$ cat src/rtl/rtc_clock.sv
// rtc_clock: BCD real-time clock with a clocks-per-second prescaler, run-time
// 12/24-hour display, a validated time-load port and a sticky HH:MM alarm.
// Time is kept internally in 24-hour BCD and converted for display.
module rtc_clock #(
  parameter int CLKS_PER_SEC = 1
) (
  input  logic       i_clk,
  input  logic       i_rst,
  input  logic       i_en,
  input  logic       i_mode_24,
  input  logic       i_ld,
  input  logic [7:0] i_ld_hh,
  input  logic [7:0] i_ld_mm,
  input  logic [7:0] i_ld_ss,
  input  logic       i_alm_wr,
  input  logic [7:0] i_alm_hh,
  input  logic [7:0] i_alm_mm,
  input  logic       i_alm_en,
  input  logic       i_alm_ack,
  output logic [7:0] o_hh,
  output logic [7:0] o_mm,
  output logic [7:0] o_ss,
  output logic       o_pm,
  output logic       o_tick,
  output logic       o_alarm,
  output logic       o_ld_err
);

  localparam int PW = (CLKS_PER_SEC > 1) ? $clog2(CLKS_PER_SEC) : 1;
  localparam logic [PW-1:0] PRESC_MAX = PW'(CLKS_PER_SEC - 1);

  // True when both nibbles are decimal digits and the value does not exceed lim.
  // With valid nibbles, BCD values order the same way as their binary codes.
  function automatic logic bcd_ok(input logic [7:0] v, input logic [7:0] lim);
    return (v[3:0] <= 4'd9) && (v[7:4] <= 4'd9) && (v <= lim);
  endfunction

  // Returns {carry, next}: wraps to 0x00 with carry at lim, otherwise a BCD +1.
  function automatic logic [8:0] bcd_inc(input logic [7:0] v, input logic [7:0] lim);
    if (v == lim)             return {1'b1, 8'h00};
    else if (v[3:0] == 4'd9)  return {1'b0, v[7:4] + 4'd1, 4'd0};
    else                      return {1'b0, v[7:4], v[3:0] + 4'd1};
  endfunction

  logic [PW-1:0] presc;
  logic [7:0]    hh, mm, ss;
  logic [7:0]    alm_hh, alm_mm;
  logic          ld_ok, alm_ok, wrap, do_tick, alarm_hit;
  logic [8:0]    ss_inc, mm_inc, hh_inc;
  logic [7:0]    nxt_hh, nxt_mm, nxt_ss;
  logic [4:0]    hr_bin, h12;

  assign ld_ok   = bcd_ok(i_ld_hh, 8'h23) && bcd_ok(i_ld_mm, 8'h59) && bcd_ok(i_ld_ss, 8'h59);
  assign alm_ok  = bcd_ok(i_alm_hh, 8'h23) && bcd_ok(i_alm_mm, 8'h59);
  assign wrap    = i_en && (presc == PRESC_MAX);
  // Any load strobe owns the cycle: a valid load replaces the tick, a rejected
  // one leaves every register untouched.
  assign do_tick = wrap && !i_ld;

  assign ss_inc = bcd_inc(ss, 8'h59);
  assign mm_inc = bcd_inc(mm, 8'h59);
  assign hh_inc = bcd_inc(hh, 8'h23);

  // Time one second ahead of the current registers, with the carry chain.
  always_comb begin
    nxt_ss = ss_inc[7:0];
    nxt_mm = ss_inc[8] ? mm_inc[7:0] : mm;
    nxt_hh = (ss_inc[8] && mm_inc[8]) ? hh_inc[7:0] : hh;
  end

  assign alarm_hit = do_tick && i_alm_en && (nxt_hh == alm_hh) && (nxt_mm == alm_mm) &&
                     (nxt_ss == 8'h00);

  // Prescaler and time registers: load first, otherwise count while enabled.
  // NOTE: state registers use non-blocking assignments so every flop samples
  // pre-edge values and simulation matches the synthesized hardware.
  always_ff @(posedge i_clk or negedge i_rst) begin
    if (!i_rst) begin
      presc <= '0;
      hh    <= 8'h00;
      mm    <= 8'h00;
      ss    <= 8'h00;
    end else if (i_ld) begin
      if (ld_ok) begin
        presc <= '0;
        hh    <= i_ld_hh;
        mm    <= i_ld_mm;
        ss    <= i_ld_ss;
      end
    end else if (i_en) begin
      if (wrap) begin
        presc <= '0;
        hh    <= nxt_hh;
        mm    <= nxt_mm;
        ss    <= nxt_ss;
      end else begin
        presc <= presc + 1'b1;
      end
    end
  end

  // Alarm register: only a fully valid HH:MM replaces the stored alarm.
  always_ff @(posedge i_clk or negedge i_rst) begin
    if (!i_rst) begin
      alm_hh <= 8'h00;
      alm_mm <= 8'h00;
    end else if (i_alm_wr && alm_ok) begin
      alm_hh <= i_alm_hh;
      alm_mm <= i_alm_mm;
    end
  end

  // Registered status: tick pulse, rejected-write pulse and sticky alarm (set wins over ack).
  always_ff @(posedge i_clk or negedge i_rst) begin
    if (!i_rst) begin
      o_tick   <= 1'b0;
      o_ld_err <= 1'b0;
      o_alarm  <= 1'b0;
    end else begin
      o_tick   <= do_tick;
      o_ld_err <= (i_ld && !ld_ok) || (i_alm_wr && !alm_ok);
      o_alarm  <= alarm_hit || (o_alarm && !i_alm_ack);
    end
  end

  // Display conversion from the internal 24-hour registers.
  // NOTE: every output of a combinational block gets a default first so no
  // path leaves it unassigned and no latch is inferred.
  always_comb begin
    hr_bin = 5'(hh[7:4]) * 5'd10 + 5'(hh[3:0]);
    h12    = hr_bin - 5'd12;
    o_hh   = hh;
    if (!i_mode_24) begin
      if (hh == 8'h00) begin
        o_hh = 8'h12;
      end else if (hh > 8'h12) begin
        o_hh = (h12 >= 5'd10) ? {4'd1, 4'(h12 - 5'd10)} : {4'd0, h12[3:0]};
      end
    end
  end

  assign o_mm = mm;
  assign o_ss = ss;
  assign o_pm = (hh >= 8'h12);

endmodule

$ cat config.mk
export PLATFORM = sky130hd
export DESIGN_NAME = rtc_clock
export DESIGN_NICKNAME = d
export VERILOG_FILES = /design/src/rtl/rtc_clock.sv
export SDC_FILE = /design/constraint.sdc
export NUM_CORES = 1
export LEC_CHECK = 0
export ABC_AREA = 0
export CAP_MARGIN = 20
export CORE_MARGIN = 2
export CORE_UTILIZATION = 50
export DETAILED_ROUTE_END_ITERATION = 6
export PLACE_DENSITY = 0.86
export REMOVE_ABC_BUFFERS = 1
export SETUP_SLACK_MARGIN = 0.3
export SLEW_MARGIN = 20
export SYNTH_ARGS = -nofsm -noshare
export SYNTH_HDL_FRONTEND = slang
export SYNTH_SLANG_ARGS = --single-unit
$ cat constraint.sdc
create_clock -name i_clk -period 3.76 [get_ports i_clk]
set_input_delay 0.752 -clock i_clk [delete_from_list [all_inputs] [get_ports i_clk]]
set_output_delay 0.752 -clock i_clk [all_outputs]
set_load 0.01 [all_outputs]
# == Yosys cells after proc, flatten, opt, wreduce, memory -nomap -nowiden ==
# Cells that the tools add are included.
# word_totals
regBits,44
input_bits,48
output_inout_bits,28
elab_cells,112
# op_classes
multipliers,1
n_bitwise,1
n_eq_ne,9
muxes,28
n_addsub,10
n_lt_le_gt_ge,18
reduce_logical,36
# op_table
op,count
$mux 8,21
$le 4x4->1 const B,10
$add 4x1->4 const B,6
$le 8x7->1 const B,3
$logic_and 1x1->1,24
$mux 9,2
$eq 8x7->1 const B,2
$eq 8x8->1,2
$le 8x6->1 const B,2
$logic_not 8->1,2
$eq 4x4->1 const B,3
$eq 8x6->1 const B,1
$ge 8x5->1 const B,1
$gt 8x5->1 const B,1
$add 5x4->5,1
$ge 5x4->1 const B,1
$mux 5,1
$sub 5x4->5 const B,1
$logic_not 1->1,4
$mul 4x3->4 const B,1
$mux 1,4
$reduce_bool 2->1,2
$sub 4x4->4 const B,1
$reduce_and 3->1,1
other kinds (5),6

# == Longest topological paths before layout ==
# depth
depth_word,10
ltp_mapped,13
depth_no_buf,12

# == Worst setup path after synthesis ==
# No wires, ideal clock.
# synth_path
kind,register to output
start,register hh[4]
end,output port o_hh[2]
n_path_buf,0
arrival_ns,2.432
path_stages_with_launch,11
required_time_ns,3.008
setup_slack_ns,0.576
cell_sequence,dfrtp_1 ha_1 ha_1 fa_1 xnor2_1 xnor2_1 xnor2_1 nand2_1 nand2_1 o21ai_0 o22ai_1
# synth_between
elab_chain_cells,8
elab_cells_between_ends,11
classes_between,add/sub (3); mul (1); order compare (2); mux (4); reduce/logical (1)
# synth_lines
element,line,rtl
"start, declared",46,"logic [7:0] hh, mm, ss;"
"start signal, assigned",86,hh <= i_ld_hh;
"start signal, assigned",93,hh <= nxt_hh;
$mul 4x3->4,130,hr_bin = 5'(hh[7:4]) * 5'd10 + 5'(hh[3:0]);
$add 5x4->5,130,
$sub 5x4->5,131,h12 = hr_bin - 5'd12;
$sub 4x4->4 or $ge 5x4->1 (tied branches),137,"o_hh = (h12 >= 5'd10) ? {4'd1, 4'(h12 - 5'd10)} : {4'd0, h12[3:0]};"
$mux 5,137,
$mux 8,136,end else if (hh > 8'h12) begin
$mux 8 (*),134,if (hh == 8'h00) begin
$mux 8 (*),133,if (!i_mode_24) begin
"end, declared",20,"output logic [7:0] o_hh,"
# Mark *: on every way between the ends. The rest lies on a longest branch, timed or not.

# == Final worst setup path ==
# Same ends and word-level chain as after synthesis.

==> flow_metrics.tcl <==
set metrics [dict create \
    synth_seq_area_share_pct 31.5 \
    placementRows 30 \
    rsz0062_at_grt "yes" \
    n_antenna_cell 0 \
    dp_cells 553 \
    postRouteAntennaNets 0 \
    dieArea_sq_mm 0.00767 \
    dr.pass1.iters 6 \
    yosys.area_share.simple_pct 21.4 \
    layout.nets 554 \
    wl_per_cell_um 18.6 \
    grt_antenna_before_repair 0 \
    start_util_pct 51.7 \
    grt_pass1_vias 3406 \
    cp-start-kind "flip-flop" \
    end_kind "primary output" \
    drive_gt1_share_pct 15.8 \
    ioPinCount 76 \
    powerDensity_mw_per_mm2 434 \
    peakVddDrop_mv 0.237 \
    tightest_slew_ns 1.01 \
    grt_start_max_net_pins 45 \
    finalCriticalPeriod_ns 3.62 \
    cts_htree_levels 2 \
    holdWs_ns 0.531 \
    finClkSkew_ns 0.00507 \
    setup_viol 0 \
    holdCritPathClass "flip-flop to flip-flop" \
    grt-ovfl-total 0 \
    synthFlopType "dfrtp_1" \
    synthesis.instances 402 \
    fp.dieW_um 87.6 \
    setup_tns_ns 0 \
    fp.coreArea_sq_mm 0.00676 \
    synth_top_family_by_area "compound AO/OA/AOI/OAI gates" \
    hold_buffers 0 \
    grt_pass1_wl_um 16400 \
    wirelength_um 10500 \
    ys_warn_count 0 \
    synth_top_area_share_pct 31.5 \
    synth.avg_cell_area_sq_um 8.68 \
    async_flop_share_pct 100 \
    numClockSinks 44 \
    stdcell_count 568 \
    cts_made_buffers 5 \
    muxShareOfSynthArea_pct 5.59 \
    ys_types 71 \
    finalWorstSetupSlack_ns 0.141 \
    place_ws_ns 0.0735 \
    die_height_um 87.6 \
    io_buffers 75 \
    synthTopCellsByCount "dfrtp_1 (44), o21ai_0 (44), a21oi_1 (33), nand2_1 (33), nor2_1 (27)" \
    ys_seq_elements 44 \
    cp.arrival_ns 2.87 \
    drv_slew 0 \
    syn_area_sq_mm 0.00349 \
    area_growth_syn_to_layout_pct 31.4 \
    synth_xor_area_share_pct 5.27 \
    required_ns 3.01 \
    crit_fanout 3 \
    dp_hpwl_um 7650 \
    vias 3509 \
    synth-edff-count 0 \
    crit_type "flip-flop to primary output" \
    cts_tree "done" \
    grtUsageTotal_pct 27.7 \
    cts.clk_slew.worst_paths_ns 0.09 \
    viasPerCell 6.18 \
    clk_path_buf_depth 2 \
    final_hold_viol_count 0 \
    synth-compound-area-share_pct 24.9 \
    insertion_delay_ns 0.31 \
    place_congestion 0.896 \
    root_buffer "clkbuf_8" \
    p_total_mw 1.99 \
    drtIter0Drc 203 \
    relSlewSlack_pct 32.4 \
    clock.fmax_ghz 0.276 \
    leakage_nw 1.94 \
    ys_top_cells_by_area "dfrtp_1 (32%), ha_1 (6.5%), o21ai_0 (6.3%)" \
    drc 0 \
    synth_fa_ha_area_share_pct 7.03 \
    fin_crit_sh_pct 96.3 \
    max_cap_viol_count 0 \
    n_fill_cell 549 \
    synth_top_cell_by_area "dfrtp_1" \
    outcome "finished, final reports clean" \
]
critical path, cell delays in order (launching register included):
cell     delay [ns]
dfrtp_1        0.44
ha_4           0.26
ha_4           0.25
fa_2           0.41
xnor2_2        0.15
xnor2_1        0.21
xnor2_1        0.18
nand2_1        0.14
buf_6          0.16
nand2_4        0.05
o21ai_2        0.05
o22ai_1        0.10
buf_2          0.15
area by class of cell:
| cell class | count | area (sq um) | area share, % |
|---|---|---|---|
| clock buffer | 5 | 68.8 | 1.50 |
| clock inverter | 3 | 42.5 | 0.927 |
| inverter | 18 | 67.6 | 1.47 |
| multi-input combinational | 322 | 2310 | 50.4 |
| sequential | 44 | 1100 | 24.0 |
| tap | 80 | 100 | 2.18 |
| timing repair buffer | 96 | 896 | 19.5 |
cells in the final DEF, fill, tap and decap left out, drive strengths merged, types with 7 or more instances in the layout:
master / instances
ha: 18
o21ai: 47
buf: 25
nand3: 8
inv: 17
dfrtp: 44
a21oi: 33
xnor2: 14
nor3: 14
nand2: 33
nor2b: 9
clkdlybuf4s50: 68
nor2: 29
xor2: 7
mux2: 12
worst paths after layout:
check                      cells past startpoint   endpoint  startpoint  slack (ns)
setup / recovery                              12    o_hh[2]       hh[4]        0.14
hold / removal                                 1  alm_hh[7]   alm_hh[7]        0.53
setup reg to reg                               8    o_alarm     o_ss[0]        0.86
hold reg to reg                                1  alm_hh[7]   alm_hh[7]        0.53
max in group asynchronous                      1    o_ss[2]       i_rst        2.52
min in group asynchronous                      1    o_ss[1]       i_rst        0.60
report_power, final:
group | internal (mW) | switching [mW]
Sequential | 0.545 | 0.114
Clock | 0.197 | 0.178
Combinational | 0.467 | 0.489
routing by layer:
metal | vias up | track usage [%] | wire length [um]
met3 | 32 | 3.86 | 618
met1 | 1655 | 35.5 | 4350
met2 | 174 | 47.5 | 5210
met5 | - | 0 | 0
li1 | 1648 | - | -
met4 | 0 | 10.5 | 352
registers in the layout, summed over array words and instances, names as in the netlist:
register / count
o_ss: 8
o_mm: 8
hh: 8
alm_mm: 8
alm_hh: 8
presc: 1
o_ld_err: 1
o_tick: 1
o_alarm: 1
what timing repair did:
| action | in CTS | in global routing |
|---|---|---|
| endpoints found under the setup margin | 6 | 6 |
| hold endpoints to repair | 0 | 0 |
| pin swaps | 7 | 10 |
| resized for setup | 25 | 9 |
| setup buffers | 5 | 2 |
cell families (layout without fill, tap and decap cells):
logic type	Yosys count	after routing
fa+ha+maj	19	19
xor+xnor	21	21
mux	18	18
simple gates	128	128
flops	44	44
buf+inv	36	122
compound gates	136	136
stage by stage:
| stage | util (%) | area (sq um) |
|---|---|---|
| 6_report | 67.9 | 4590 |
| 5_1_grt | 67.9 | 4590 |
| 4_1_cts | 67.2 | 4540 |
| 3_5_place_dp | 64.5 | 4360 |
| 3_3_place_gp | 64.5 | 4360 |
| 2_1_floorplan | - | 3410 |
Note: power is estimated with default switching activity, not from simulation.
